--- src/rtl/pre_mem_stage_if.sv ---
// pre_mem_stage_if
//   Data-memory request bus between the pre-memory stage and the data memory.
//   master: the pre-memory stage (drives the request fields)
//   slave : the data memory (drives data_addr_ok)
//
//   Handshake: a request is offered while data_req=1 and is accepted in the
//   cycle where data_req=1 and data_addr_ok=1. While data_req=1 and no
//   acceptance has happened, data_wr/data_size/data_addr/data_wstrb/data_wdata
//   hold their values.
//
//   Ports (signals):
//     data_req     request valid
//     data_wr      1 = store, 0 = load
//     data_size    0 byte, 1 half, 2 word
//     data_addr    request address
//     data_wstrb   byte strobes (0 for loads)
//     data_wdata   store data, replicated across byte lanes
//     data_addr_ok request accepted this cycle
interface pre_mem_stage_if;
    logic        data_req;
    logic        data_wr;
    logic [1:0]  data_size;
    logic [31:0] data_addr;
    logic [3:0]  data_wstrb;
    logic [31:0] data_wdata;
    logic        data_addr_ok;

    modport master (
        output data_req, data_wr, data_size, data_addr, data_wstrb, data_wdata,
        input  data_addr_ok
    );

    modport slave (
        input  data_req, data_wr, data_size, data_addr, data_wstrb, data_wdata,
        output data_addr_ok
    );
endinterface

--- src/rtl/pre_mem_stage.sv ---
// pre_mem_stage
//   Pipeline stage between EXE and MEM. Latches the EXE result, checks the
//   alignment of loads/stores, issues the data-memory request and hands the
//   instruction (with any exception) to MEM. A flush never abandons a request
//   already on the bus: the stage waits for its acceptance (DRAIN) and pulses
//   discard_resp so MEM drops the matching response.
//
//   Ports:
//     clk, reset                 clock, synchronous active-high reset
//     es_to_pms_valid/pms_allowin  EXE -> stage handoff (valid/ready)
//     es_*                       instruction fields from EXE
//     flush                      exception/eret flush
//     ms_allowin/pms_to_ms_valid stage -> MEM handoff (valid/ready)
//     ms_*                       registered fields to MEM
//     ms_req_sent                a request was accepted for this instruction
//     discard_resp               next data_ok belongs to a flushed request
//     pms_wr_disable             stage holds a valid excepting instruction
//     fwd_dest, fwd_is_load      forwarding / load-use information
//     dbus                       data-memory request bus (master side)
//     dbg_state                  FSM state (0 IDLE, 1 REQ, 2 DONE, 3 DRAIN)
module pre_mem_stage (
    input  logic        clk,
    input  logic        reset,
    input  logic        es_to_pms_valid,
    output logic        pms_allowin,
    input  logic [2:0]  es_load_op,
    input  logic [1:0]  es_store_op,
    input  logic [31:0] es_addr,
    input  logic [31:0] es_wdata,
    input  logic [4:0]  es_dest,
    input  logic [31:0] es_result,
    input  logic [31:0] es_pc,
    input  logic        es_ex,
    input  logic [4:0]  es_exccode,
    input  logic [31:0] es_badvaddr,
    input  logic        flush,
    input  logic        ms_allowin,
    output logic        pms_to_ms_valid,
    output logic [2:0]  ms_load_op,
    output logic [4:0]  ms_dest,
    output logic [31:0] ms_result,
    output logic [31:0] ms_pc,
    output logic [1:0]  ms_addr_low,
    output logic        ms_ex,
    output logic [4:0]  ms_exccode,
    output logic [31:0] ms_badvaddr,
    output logic        ms_req_sent,
    output logic        discard_resp,
    output logic        pms_wr_disable,
    output logic [4:0]  fwd_dest,
    output logic        fwd_is_load,
    pre_mem_stage_if.master dbus,
    output logic [1:0]  dbg_state
);

    typedef enum logic [1:0] {
        IDLE  = 2'd0,
        REQ   = 2'd1,
        DONE  = 2'd2,
        DRAIN = 2'd3
    } state_t;

    state_t state, state_nxt;

    logic        pms_valid;
    logic [1:0]  st_op;
    logic [31:0] addr_q;
    logic [31:0] rt_q;

    // Decode of the incoming instruction, used only at capture time.
    logic es_half, es_word, es_is_store, es_mem_op, es_misalign, es_need_req;
    logic capture;

    assign es_half     = (es_load_op == 3'd3) || (es_load_op == 3'd4) || (es_store_op == 2'd2);
    assign es_word     = (es_load_op == 3'd5) || (es_store_op == 2'd3);
    assign es_is_store = (es_store_op != 2'd0);
    assign es_mem_op   = (es_load_op != 3'd0) || es_is_store;
    assign es_misalign = (es_half && es_addr[0]) || (es_word && (es_addr[1:0] != 2'b00));
    assign es_need_req = es_mem_op && !es_ex && !es_misalign;

    // A flush cycle never captures, even if pms_allowin is reported high.
    assign capture = es_to_pms_valid && pms_allowin && !flush;

    // Decode of the held instruction.
    logic mem_op, need_req, ready_go, held_half, held_word;

    assign mem_op    = (ms_load_op != 3'd0) || (st_op != 2'd0);
    assign need_req  = pms_valid && mem_op && !ms_ex;
    assign held_half = (ms_load_op == 3'd3) || (ms_load_op == 3'd4) || (st_op == 2'd2);
    assign held_word = (ms_load_op == 3'd5) || (st_op == 2'd3);

    assign ready_go = pms_valid &&
                      (!need_req || (state == DONE) || ((state == REQ) && dbus.data_addr_ok));

    assign pms_to_ms_valid = ready_go && !flush;
    assign pms_allowin     = (state != DRAIN) && (!pms_valid || (ready_go && ms_allowin));
    assign ms_req_sent     = mem_op && !ms_ex;
    assign pms_wr_disable  = pms_valid && ms_ex;
    assign fwd_dest        = pms_valid ? ms_dest : 5'd0;
    assign fwd_is_load     = pms_valid && (ms_load_op != 3'd0);
    assign ms_addr_low     = addr_q[1:0];
    assign dbg_state       = state;

    // A response is discarded when the request that produces it is accepted
    // after (or in the same cycle as) a flush.
    assign discard_resp = dbus.data_addr_ok &&
                          (((state == REQ) && flush) || (state == DRAIN));

    // Request bus: driven purely from captured fields, so it cannot change
    // while waiting for acceptance (no capture happens in REQ/DRAIN until
    // the request is accepted).
    assign dbus.data_req   = (state == REQ) || (state == DRAIN);
    assign dbus.data_wr    = (st_op != 2'd0);
    assign dbus.data_size  = held_word ? 2'd2 : (held_half ? 2'd1 : 2'd0);
    assign dbus.data_addr  = addr_q;

    always_comb begin
        dbus.data_wstrb = 4'b0000;
        dbus.data_wdata = rt_q;
        case (st_op)
            2'd1: begin
                dbus.data_wstrb = 4'b0001 << addr_q[1:0];
                dbus.data_wdata = {4{rt_q[7:0]}};
            end
            2'd2: begin
                dbus.data_wstrb = addr_q[1] ? 4'b1100 : 4'b0011;
                dbus.data_wdata = {2{rt_q[15:0]}};
            end
            2'd3: dbus.data_wstrb = 4'b1111;
            default: ;
        endcase
    end

    // Next state. An accepted request whose instruction is handed off in the
    // same cycle falls through the pms_allowin branch (back-to-back issue);
    // if MEM is blocked it parks in DONE.
    always_comb begin
        state_nxt = state;
        if (flush) begin
            if ((state == REQ) || (state == DRAIN))
                state_nxt = dbus.data_addr_ok ? IDLE : DRAIN;
            else
                state_nxt = IDLE;
        end else if (pms_allowin) begin
            state_nxt = (capture && es_need_req) ? REQ : IDLE;
        end else if ((state == REQ) && dbus.data_addr_ok) begin
            state_nxt = DONE;
        end else if ((state == DRAIN) && dbus.data_addr_ok) begin
            state_nxt = IDLE;
        end
    end

    always_ff @(posedge clk) begin
        if (reset) begin
            state     <= IDLE;
            pms_valid <= 1'b0;
        end else begin
            state <= state_nxt;
            if (flush)
                pms_valid <= 1'b0;
            else if (pms_allowin)
                pms_valid <= es_to_pms_valid;
        end
    end

    // Data fields are not reset; they are qualified by pms_valid.
    always_ff @(posedge clk) begin
        if (capture) begin
            ms_load_op  <= es_load_op;
            st_op       <= es_store_op;
            addr_q      <= es_addr;
            rt_q        <= es_wdata;
            ms_dest     <= es_dest;
            ms_result   <= es_result;
            ms_pc       <= es_pc;
            ms_ex       <= es_ex || es_misalign;
            // Upstream exceptions keep their own code and bad address.
            ms_exccode  <= es_ex ? es_exccode : (es_is_store ? 5'd5 : 5'd4);
            ms_badvaddr <= es_ex ? es_badvaddr : es_addr;
        end
    end

endmodule

--- src/flat_wrapper.sv ---
// flat-port wrapper written by rule: the top's interface ports become plain ports
module pre_mem_stage_flat 
  (clk, reset, es_to_pms_valid, pms_allowin, es_load_op, es_store_op, es_addr, es_wdata, es_dest, es_result, es_pc, es_ex, es_exccode, es_badvaddr, flush, ms_allowin, pms_to_ms_valid, ms_load_op, ms_dest, ms_result, ms_pc, ms_addr_low, ms_ex, ms_exccode, ms_badvaddr, ms_req_sent, discard_resp, pms_wr_disable, fwd_dest, fwd_is_load, dbg_state, dbus_data_req, dbus_data_wr, dbus_data_size, dbus_data_addr, dbus_data_wstrb, dbus_data_wdata, dbus_data_addr_ok);
  pre_mem_stage_if dbus_i ();
  input  logic clk;
  input  logic reset;
  input  logic es_to_pms_valid;
  output logic pms_allowin;
  input  logic [2:0] es_load_op;
  input  logic [1:0] es_store_op;
  input  logic [31:0] es_addr;
  input  logic [31:0] es_wdata;
  input  logic [4:0] es_dest;
  input  logic [31:0] es_result;
  input  logic [31:0] es_pc;
  input  logic es_ex;
  input  logic [4:0] es_exccode;
  input  logic [31:0] es_badvaddr;
  input  logic flush;
  input  logic ms_allowin;
  output logic pms_to_ms_valid;
  output logic [2:0] ms_load_op;
  output logic [4:0] ms_dest;
  output logic [31:0] ms_result;
  output logic [31:0] ms_pc;
  output logic [1:0] ms_addr_low;
  output logic ms_ex;
  output logic [4:0] ms_exccode;
  output logic [31:0] ms_badvaddr;
  output logic ms_req_sent;
  output logic discard_resp;
  output logic pms_wr_disable;
  output logic [4:0] fwd_dest;
  output logic fwd_is_load;
  output logic [1:0] dbg_state;
  output wire logic [$bits(dbus_i.data_req)-1:0] dbus_data_req;
  output wire logic [$bits(dbus_i.data_wr)-1:0] dbus_data_wr;
  output wire logic [$bits(dbus_i.data_size)-1:0] dbus_data_size;
  output wire logic [$bits(dbus_i.data_addr)-1:0] dbus_data_addr;
  output wire logic [$bits(dbus_i.data_wstrb)-1:0] dbus_data_wstrb;
  output wire logic [$bits(dbus_i.data_wdata)-1:0] dbus_data_wdata;
  input wire logic [$bits(dbus_i.data_addr_ok)-1:0] dbus_data_addr_ok;
  assign dbus_data_req = dbus_i.data_req;
  assign dbus_data_wr = dbus_i.data_wr;
  assign dbus_data_size = dbus_i.data_size;
  assign dbus_data_addr = dbus_i.data_addr;
  assign dbus_data_wstrb = dbus_i.data_wstrb;
  assign dbus_data_wdata = dbus_i.data_wdata;
  assign dbus_i.data_addr_ok = dbus_data_addr_ok;
  pre_mem_stage u_core (.clk(clk), .reset(reset), .es_to_pms_valid(es_to_pms_valid), .pms_allowin(pms_allowin), .es_load_op(es_load_op), .es_store_op(es_store_op), .es_addr(es_addr), .es_wdata(es_wdata), .es_dest(es_dest), .es_result(es_result), .es_pc(es_pc), .es_ex(es_ex), .es_exccode(es_exccode), .es_badvaddr(es_badvaddr), .flush(flush), .ms_allowin(ms_allowin), .pms_to_ms_valid(pms_to_ms_valid), .ms_load_op(ms_load_op), .ms_dest(ms_dest), .ms_result(ms_result), .ms_pc(ms_pc), .ms_addr_low(ms_addr_low), .ms_ex(ms_ex), .ms_exccode(ms_exccode), .ms_badvaddr(ms_badvaddr), .ms_req_sent(ms_req_sent), .discard_resp(discard_resp), .pms_wr_disable(pms_wr_disable), .fwd_dest(fwd_dest), .fwd_is_load(fwd_is_load), .dbus(dbus_i), .dbg_state(dbg_state));
endmodule
--- config.mk ---
export PLATFORM = sky130hd
export DESIGN_NAME = pre_mem_stage_flat
export DESIGN_NICKNAME = d
export VERILOG_FILES = /design/src/rtl/pre_mem_stage_if.sv /design/src/rtl/pre_mem_stage.sv /design/src/flat_wrapper.sv
export SDC_FILE = /design/constraint.sdc
export NUM_CORES = 1
export LEC_CHECK = 0
export BUFFER_PORTS_ARGS = -buffer_cell sky130_fd_sc_hd__buf_2
export CAP_MARGIN = 10
export CORE_AREA = 2 2 146 148
export DETAILED_ROUTE_END_ITERATION = 8
export DIE_AREA = 0 0 148 150
export GPL_ROUTABILITY_DRIVEN = 0
export GPL_TIMING_DRIVEN = 0
export PLACE_DENSITY = 0.71
export SYNTH_ARGS = -nofsm -noshare
export SYNTH_HDL_FRONTEND = slang
export SYNTH_SLANG_ARGS = --single-unit
--- constraint.sdc ---
create_clock -name clk -period 7.8 [get_ports clk]
set_input_delay 0.78 -clock clk [delete_from_list [all_inputs] [get_ports clk]]
set_output_delay 0.78 -clock clk [all_outputs]
set_load 0.02 [all_outputs]
==> results.yml <==
run_status:
  status: "complete, no violations"
logic_synthesis:
  synth_cell_types: 40
  syn-instance-count: 379
  ys_warn_count: 0
  synth_top_area_cell: "edfxtp_1"
  synth_ff_type: "edfxtp_1"
  netlist_area_sq_um: 6700
  syn_nets: 566
  avgSynthCellArea_sq_um: 17.7
  synth.area.top_cells: "edfxtp_1 (79%), mux2_1 (3.7%), mux2_2 (1.7%)"
  yosysSeqAreaShare_pct: 79.7
  ys_async_sr_fraction_pct: 0
  synth_edf_count: 176
  ys_ff_latch: 179
  synth_top_area_share_pct: 78.9
cts:
  hold_buffers: 0
  cts.clk_slew.worst_paths_ps: 80
  cts_buffer_depth: 2
  post_cts_resized: 0
  cts_buffers: 17
  clockRootBuffer: "clkbuf_16"
  htree_levels: 4
  clock-sinks: 179
  postCtsSetupBuffers: 0
  cts_tree: "done"
  worst_skew_pair.late_latency_ps: 420
pwr:
  p_sw_share_pct: 25.8
  pwr-share-clk_pct: 38.7
  power_switching_mw: 0.581
  power_frac_comb_pct: 11.5
  power.internal_mw: 1.67
  irDropWorstVdd_mv: 0.124
  pwr-share-seq_pct: 49.9
  p_leak_nw: 4.14
  powerDensity_nw_per_um2: 232
cells_and_area:
  final_common_cell: "buf_2"
  final_cell_mix: "buf_2 (383), edfxtp_1 (176), nor2_1 (23), mux2_1 (22)"
  area_growth_syn_to_layout_pct: 44.7
  fillCellCount: 1894
  num-nets-final: 969
  drive_gt1_share_pct: 56.4
  final_area_sq_um: 9700
floorplan:
  initial_utilization_pct: 32.4
  die_y_microns: 150
  die_x_microns: 148
  dieArea_sq_um: 22200
  pin_count: 379
  coreArea_sq_um: 20700
  rows: 53
timing:
  fmax_ghz: 0.316
  finalHoldViolations: 0
  fin_crit_sh_pct: 40.6
  grt_setup_unrepaired: "no"
  tightest_slew_ps: 960
  slew_violations: 0
  setup-tns-final_ps: 0
  clock-skew-final_ps: 18.0
  setup_violations: 0
  whs_ps: 528
  min_period_ps: 3170
  relSlewSlack_pct: 36.0
placed_design:
  numPortBuffers: 378
  hpwlAfterDp_mm: 14.3
  place_area_sq_um: 9070
setup_path:
  reg2regPathDepth: 6
  max_stage_delay_ps: 630
  cp_max_fo: 10
  crit_path_top_delay_cell: "nor2_1"
  path_cells: "inv_1 > ha_1 > clkbuf_1 > nor2_1 > o22ai_1 > buf_2"
  cp.arrival_ps: 2390
  criticalPathCategory: "reg2out"
  endpoint_kind: "output pin"
  critPathRequiredTime_ps: 7020
  crit_path_start_kind: "flip-flop"
routing:
  vias: 4704
  drc: 0
  drt_iter0_markers: 285
  viasPerCell: 4.39
  wirelength_mm: 18.4
  drt-wirelength-per-cell_microns: 17.1
  firstDrtPassIters: 5
  ant_nets: 0
hold_path:
  hold_class: "in2reg"
  worstHoldPathCells: 1
grt:
  antenna_found_initial: 2
  grt_pass1_wl_mm: 26.1
  overflow: 0
  grt_pass1_vias: 4629
  grt_max_degree: 30
  track_usage_pct: 15.8
job:
  cap_violations: 0
[cell type report]
cell class	instances	area (sq um)	area share (%)
Clock inverter	15	191	1.97
Antenna cell	2	5.00	0.0516
Sequential cell	179	5350	55.1
Multi-Input combinational cell	160	1160	12.0
Buffer	26	153	1.57
Inverter	14	52.6	0.542
Clock buffer	17	425	4.39
Timing Repair Buffer	384	2020	20.8
Tap cell	275	344	3.55
[critical path, delay by kind of cell (launching register included)]
family	cells	cell delay, ps
buf+inv	3	570
flops	1	370
fa+ha+maj	1	200
compound gates	1	200
simple gates	1	630
[final timing paths]
path / slack (ps) / start / endpoint
max: 4630 / u_core.st_op[1] / dbus_data_wdata[22]
min: 530 / es_pc[0] / u_core.ms_pc[0]
max reg2reg: 5070 / u_core.ms_load_op[1] / u_core.ms_pc[27]
min reg2reg: 650 / u_core.pms_valid / u_core.pms_valid
[synth_stat cells, types with 2 or more instances]
cell        n
a21o_1      2
a21oi_1    14
a221oi_1    2
a22o_1      8
a22oi_1     8
a31oi_1     2
and2_1     10
buf_2       5
buf_4      11
clkbuf_1    9
dfxtp_1     3
edfxtp_1  176
ha_1        5
inv_1      14
mux2_1     22
mux2_2     10
nand2_1    17
nand2b_1    6
nand3_1     3
nor2_1     23
nor2b_1     2
nor3_1      2
o22ai_1     8
[registers in the layout, indices dropped and copies added, names as in the netlist]
name / flops
u_core.ms_exccode: 5
u_core.rt_q: 32
u_core.ms_pc: 32
u_core.ms_dest: 5
u_core.ms_badvaddr: 32
u_core.ms_load_op: 3
u_core.st_op: 2
u_core.dbus.data_addr: 32
u_core.ms_ex: 1
u_core.pms_valid: 1
u_core.ms_result: 32
u_core.dbg_state: 2
[power by group through the flow]
stage / logic (mW) / clock network (mW) / registers (mW)
floorplan: 0.0885 / 0 / 1.20
global placement: 0.247 / 0 / 1.16
detailed placement: 0.262 / 0 / 1.15
CTS: 0.262 / 0.897 / 1.12
global route: 0.278 / 0.927 / 1.13
finish: 0.258 / 0.872 / 1.12
[metrics by stage]
| step | power, mW | cells | util (%) | worst slack, ps |
|---|---|---|---|---|
| final | 2.25 | 1072 | 46.9 | 4630 |
| after global placement | 1.41 | 1032 | 43.2 | -2240 |
| after CTS | 2.28 | 1070 | 46.8 | 4590 |
| after detailed placement | 1.41 | 1038 | 43.9 | 4750 |
| after floorplan | 1.29 | 379 | - | 768 |
| after global routing | 2.33 | 1071 | 46.9 | 4450 |
[kinds of logic after synthesis]
kind of cell | count (synthesis) | synth area share [%]
DFF | 179 | 79.7
and+or+nand+nor | 69 | 5.00
AOI/OAI and AO/OA | 54 | 5.88
buffers and inverters | 40 | 3.06
muxes | 32 | 5.38
adders and majority gates | 5 | 0.933
[per-layer routing]
| metal | vias up | GRT usage (%) | wire, microns | share of wire [%] |
|---|---|---|---|---|
| li1 | 2251 | - | - | - |
| met1 | 2240 | 18.2 | 7060 | 38 |
| met5 | - | 0 | 0 | 0 |
| met2 | 196 | 27.6 | 9780 | 53 |
| met3 | 17 | 5.49 | 1250 | 6.8 |
| met4 | 0 | 5.38 | 261 | 1.4 |
Power figures use the tool's default switching activity.
